==> src/rtl/serial_sub_pkg.sv <==
// Shared types and defaults for the bit-serial subtract controller.
package serial_sub_pkg;

    localparam int DEFAULT_WIDTH = 8;

    typedef enum logic [1:0] {
        IDLE = 2'd0,
        RUN  = 2'd1,
        DONE = 2'd2
    } sub_state_t;

endpackage

==> src/rtl/full_subtractor_cell.sv <==
// One-bit full subtractor: d = a - b - bin, with borrow out.
module full_subtractor_cell (
    input  logic a,
    input  logic b,
    input  logic bin,
    output logic d,
    output logic bout
);

    assign d    = a ^ b ^ bin;
    assign bout = (~a & b) | (~(a ^ b) & bin);

endmodule

==> src/rtl/serial_subtractor_ctrl.sv <==
// Bit-serial subtract controller, LSB first, one bit per clock through one cell.
// Optional signed overflow flag enabled by defining SERIAL_SUB_SIGNED_OVF_EN.
module serial_subtractor_ctrl
    import serial_sub_pkg::*;
#(
    parameter int WIDTH = DEFAULT_WIDTH
) (
    input  logic             clk,
    input  logic             reset,
    input  logic             start,
    input  logic [WIDTH-1:0] a,
    input  logic [WIDTH-1:0] b,
    output logic             busy,
    output logic             done,
    output logic [WIDTH-1:0] diff,
    output logic             borrow_out
`ifdef SERIAL_SUB_SIGNED_OVF_EN
   ,output logic             overflow
`endif
);

    localparam int CW = $clog2(WIDTH) + 1;

    sub_state_t       state, state_next;
    logic [WIDTH-1:0] a_sh, b_sh, res, res_next;
    logic             bin_q;
    logic [CW-1:0]    cnt;
    logic             cell_d, cell_bout;
    logic             last_bit;
    logic             load;

    full_subtractor_cell u_cell (
        .a    (a_sh[0]),
        .b    (b_sh[0]),
        .bin  (bin_q),
        .d    (cell_d),
        .bout (cell_bout)
    );

    assign last_bit = (cnt == CW'(WIDTH - 1));

    always_ff @(posedge clk or posedge reset) begin
        if (reset) state <= IDLE;
        else       state <= state_next;
    end

    always_comb begin
        state_next = state;
        busy       = 1'b0;
        done       = 1'b0;
        load       = 1'b0;
        case (state)
            IDLE: begin
                if (start) begin
                    load       = 1'b1;
                    state_next = RUN;
                end
            end
            RUN: begin
                busy = 1'b1;
                if (last_bit) state_next = DONE;
            end
            DONE: begin
                done = 1'b1;
                if (start) begin
                    load       = 1'b1;
                    state_next = RUN;
                end else begin
                    state_next = IDLE;
                end
            end
            default: state_next = IDLE;
        endcase
    end

    // New bit enters at the MSB so after WIDTH shifts bit 0 sits at the LSB.
    always_comb begin
        res_next            = res >> 1;
        res_next[WIDTH-1]   = cell_d;
    end

    always_ff @(posedge clk or posedge reset) begin
        if (reset) begin
            a_sh       <= '0;
            b_sh       <= '0;
            res        <= '0;
            bin_q      <= 1'b0;
            cnt        <= '0;
            diff       <= '0;
            borrow_out <= 1'b0;
`ifdef SERIAL_SUB_SIGNED_OVF_EN
            overflow   <= 1'b0;
`endif
        end else if (load) begin
            a_sh  <= a;
            b_sh  <= b;
            res   <= '0;
            bin_q <= 1'b0;
            cnt   <= '0;
        end else if (state == RUN) begin
            a_sh  <= a_sh >> 1;
            b_sh  <= b_sh >> 1;
            res   <= res_next;
            bin_q <= cell_bout;
            cnt   <= cnt + 1'b1;
            if (last_bit) begin
                diff       <= res_next;
                borrow_out <= cell_bout;
`ifdef SERIAL_SUB_SIGNED_OVF_EN
                // On the last bit the shifters hold the operand MSBs and cell_d is the result MSB.
                overflow   <= (a_sh[0] != b_sh[0]) && (cell_d != a_sh[0]);
`endif
            end
        end
    end

endmodule
==> config.mk <==
export PLATFORM = sky130hd
export DESIGN_NAME = serial_subtractor_ctrl
export DESIGN_NICKNAME = d
export VERILOG_FILES = /design/src/rtl/serial_sub_pkg.sv /design/src/rtl/full_subtractor_cell.sv /design/src/rtl/serial_subtractor_ctrl.sv
export SDC_FILE = /design/constraint.sdc
export NUM_CORES = 1
export LEC_CHECK = 0
export BUFFER_PORTS_ARGS = -buffer_cell sky130_fd_sc_hd__buf_2
export CORE_MARGIN = 2
export CORE_UTILIZATION = 53
export CTS_CLUSTER_DIAMETER = 120
export DETAILED_ROUTE_END_ITERATION = 8
export PLACE_DENSITY = 0.81
export SLEW_MARGIN = 10
export SYNTH_ARGS = -nofsm -noshare
export SYNTH_HDL_FRONTEND = slang
export SYNTH_SLANG_ARGS = --single-unit
==> constraint.sdc <==
create_clock -name clk -period 1.8 [get_ports clk]
set_input_delay 0.36 -clock clk [delete_from_list [all_inputs] [get_ports clk]]
set_output_delay 0.36 -clock clk [all_outputs]
set_load 0.05 [all_outputs]
==> results.md <==
Status:
- The flow ran to the end, and the final reports show no timing, DRC or antenna violations.

Job:
- The max-capacitance violation count is 0.

Placement:
- The final weighted congestion in routability-driven placement is 0.800.
- The number of port buffers is 29.
- The total cell area at the placement stage is 0.00179 sq mm.
- The placed wire-length estimate after detailed placement is 2240 um.

Timing:
- In the finished design, the share of the clock period the worst path needs comes to 94.0%.
- Setup repair after global routing left no endpoint under its margin.
- The clock skew after layout is 0.00918 ns.
- The worst pin sits at a relative slew slack of 53.2%.
- The highest clock frequency the design can meet is 591 MHz.
- The number of max-slew violations in the final report was 0.
- In the final timing run, aggregate negative setup slack is 0 ns.
- The hold violation total from the final report is 0.
- The total of endpoints with negative setup slack in the final report is 0.
- The worst path in the final design needs a cycle of 1.69 ns, including I/O delays and setup.
- At the pin with the least slew margin, the transition time is 0.699 ns.

Logic synthesis:
- The mapped netlist covers 0.00161 sq mm.
- Sorting the synthesized cells by area gives the leading types as dfrtp_1 61%, a22oi_1 5.6%, mux2_2 5.6%, a22o_1 5.5%, nand3_1 4.1%.
- The post-synthesis cell type count is 27.
- The yosys synthesis warning count is 0.
- The share of the synthesized area in the top cell type is 60.8%.
- After synthesis, flip-flops and latches occupy 60.8% of the total area.
- The cell count after synthesis came out at 133.
- The average cell area after synthesis is 12.1 sq um.
- The net count of the mapped netlist is 154.
- The biggest area contributor in the post-synthesis netlist is dfrtp_1.
- The synthesized design contains 39 register bits.

Cells and area:
- Of the cells placed in the final design, the portion with a size suffix greater than 1 is 31.1%.
- The net total in the final layout is 187.
- Summing all flip-flop and latch instances after layout gives 976 sq um.
- After filler insertion, the fill cell instance count of the layout stands at 219.
- Summing all multi-input logic gate instances after layout gives 567 sq um.
- Compared with the post-synthesis result, the final layout area differs by 14.8%.
- The number of antenna diodes in the final layout is 0.
- The final design instance area without fill is 0.00184 sq mm.

Critical path:
- Together, buffers and inverters on the worst path number 2.
- Data arrives at the worst endpoint at 1.33 ns.
- The maximum net fanout on the critical path is 7.
- The critical path is of the flip-flop to primary output type.
- For the worst setup path, the data required time is 1.44 ns.
- The sort of element at the end of the critical path is a primary output.
- For this design, the slowest cell found on the critical path is dfrtp_1.
- The cell family contributing the most delay on the critical path is flip-flops.
- STA classifies the critical path startpoint as a flip-flop.
- Walking the worst path, the cells encountered are nand2b_2, inv_2, buf_4.
- The highest cell delay on the worst timing path is 0.40 ns.

Route:
- The first detailed-routing pass ran for 4 iterations.
- In the final routed layout, each cell accounts on average for 16.1 um.
- The routed design has 3200 um of wire.
- The per-cell via count in the routed design is 5.92.
- The number of nets still failing antenna checks after routing is 0.
- The detailed-route via count is 1,172.
- After the first detailed-routing iteration, the DRC count stood at 67.
- After detailed routing, the number of remaining DRC violations is 0.

Clock tree:
- The deepest clock path buffer count is 2.
- TritonCTS built the clock tree.
- The clock latency on the worst-skew pair is 0.35 ns.
- The CTS sink count is 39.
- The clock-pin slew of the registers on the worst-case setup and hold paths is 0.11 ns.
- The H-tree was split into 2 levels.
- Clock tree synthesis selected as its root buffer the cell clkbuf_4.
- The number of gates given a new drive strength after cts is 0.
- The buffer count from post-CTS setup fixing is 0.
- The number of clock buffers added by TritonCTS is 5.
- The total of hold buffers inserted after clock tree synthesis is 0.

Min path:
- The tightest min-delay check is of the primary input to asynchronous set/reset pin type.

Floorplan:
- The die covers 0.00349 sq mm.
- The die is 59.0 um wide.
- Row generation in the floorplan step produced 19 rows.
- The number of primary I/O pins is 30.
- The core region is 0.00281 sq mm.
- The initial core utilization is 57.2%.
- The die is 59.0 um tall.

Global route:
- Entering global routing, the biggest net connects 40 pins.
- The initial antenna violation count is 0.
- The overall routing resource usage is 21.6%.
- The number of global-route vias before repair is 1,189.
- The global-route wire length before repair is 5440 um.
- Summed over all layers, the global routing overflow is 0.

Pwr:
- The internal cell power is 1990 uW.
- Of the total power, the share spent switching nets is 42.6%.
- The overall power is 3460 uW.
- The part of the power in the clock network is 12.4%.
- The part of the total power dissipated in sequential elements is 43.1%.
- The power spent charging and discharging nets is 1480 uW.
- The worst-case IR drop observed on VDD is 1.15 mV.
- Of the total power, combinational logic draws 44.6%.
- For this design the ratio of total power to cell area is 1880 mW/mm^2.
- The cell leakage power is 0.000940 uW.
worst paths after layout:
path	startpoint	end	slack (ns)	depth (start not counted)
min in group clk	b[4]	b_sh[4]	0.23	3
max	state[1]	busy	0.11	3
min	reset	res[6]	0.10	3
max reg2reg	cnt[0]	diff[7]	0.14	4
min reg2reg	b_sh[4]	b_sh[4]	0.51	2
max in group asynchronous	reset	a_sh[0]	1.36	3
registers in the layout (all words and copies together), names as in the netlist:
signal,count
bin_q,1
b_sh,8
res,7
a_sh,8
diff,8
cnt,4
borrow_out,1
state,2
metal layers:
metal / routed length, um / part of all wire (%) / vias up / track usage [%]
met1: 1420 / 44 / 589 / 28.9
met4: 62 / 1.9 / 0 / 10.4
li1: - / - / 542 / -
met5: 0 / 0 / - / 0
met3: 136 / 4.3 / 8 / 4.80
met2: 1580 / 49 / 33 / 33.7
cell usage after synthesis:
cell       number
a221o_1         1
a22o_1         10
a22oi_1        12
and2b_1         2
buf_1           1
buf_2           4
buf_6           1
clkbuf_1        3
dfrtp_1        39
fa_1            1
ha_1            1
inv_1           4
inv_2           1
mux2_2          8
mux2i_1         2
nand2_1        15
nand2b_1        2
nand3_1        13
nand3b_1        1
nand4_1         1
nor2_1          3
nor3_1          2
nor3_4          1
o21ai_0         2
o22ai_1         1
o2bb2ai_1       1
xor2_1          1
placed cells by master, fill, tap and decap left out, drive strengths merged, types with 2 or more instances in the layout:
| cell | count |
|---|---|
| inv | 5 |
| buf | 35 |
| mux2i | 2 |
| nor3 | 3 |
| mux2 | 8 |
| o21ai | 2 |
| and2b | 2 |
| nand2 | 15 |
| nand2b | 2 |
| clkbuf | 7 |
| nand3 | 13 |
| nor2 | 3 |
| a22oi | 12 |
| dfrtp | 39 |
| a22o | 10 |
area by class of cell:
| cell class | instances | area share (%) |
|---|---|---|
| Clock buffer | 7 | 2.44 |
| Sequential cell | 39 | 53.0 |
| Timing Repair Buffer | 35 | 10.5 |
| Clock inverter | 1 | 0.272 |
| Inverter | 5 | 1.02 |
| Tap cell | 31 | 2.10 |
| Multi-Input combinational cell | 80 | 30.8 |
worst register-to-register path, cell delays in order (launching register included):
cell and delay [ns]:
dfrtp_1 0.42, ha_1 0.20, nand2_1 0.10, nor3_4 0.45, mux2_2 0.40
metrics by stage:
stage / hold slack [ns] / instances / setup slack [ns] / util, %
3_3_place_gp: 0.474 / 190 / 0.162 / 63.7
6_report: 0.102 / 198 / 0.108 / 65.7
3_5_place_dp: 0.481 / 190 / 0.105 / 63.7
4_1_cts: 0.103 / 198 / 0.0108 / 65.5
2_1_floorplan: 0.456 / 133 / 0.340 / -
5_1_grt: 0.135 / 198 / 0.0251 / 65.7
logic make-up (layout without fill, tap and decap cells):
kind of cell | Yosys count | in the layout | synth area share [%]
buffers and inverters | 14 | 48 | 4.05
and+or+nand+nor | 40 | 40 | 12.5
muxes | 10 | 10 | 6.86
adders and majority gates | 2 | 2 | 2.03
AOI/OAI and AO/OA | 27 | 27 | 13.3
DFF | 39 | 39 | 60.8
xor gates and xnor gates | 1 | 1 | 0.546
power by group through the flow:
stage / Sequential, uW / Combinational [uW] / Clock (uW)
6_report: 1490 / 1540 / 429
5_1_grt: 1540 / 1700 / 467
4_1_cts: 1490 / 1550 / 437
3_5_place_dp: 1500 / 1550 / 0
3_3_place_gp: 1480 / 1480 / 0
2_1_floorplan: 1740 / 914 / 0
(Power assumes the default switching activity.)
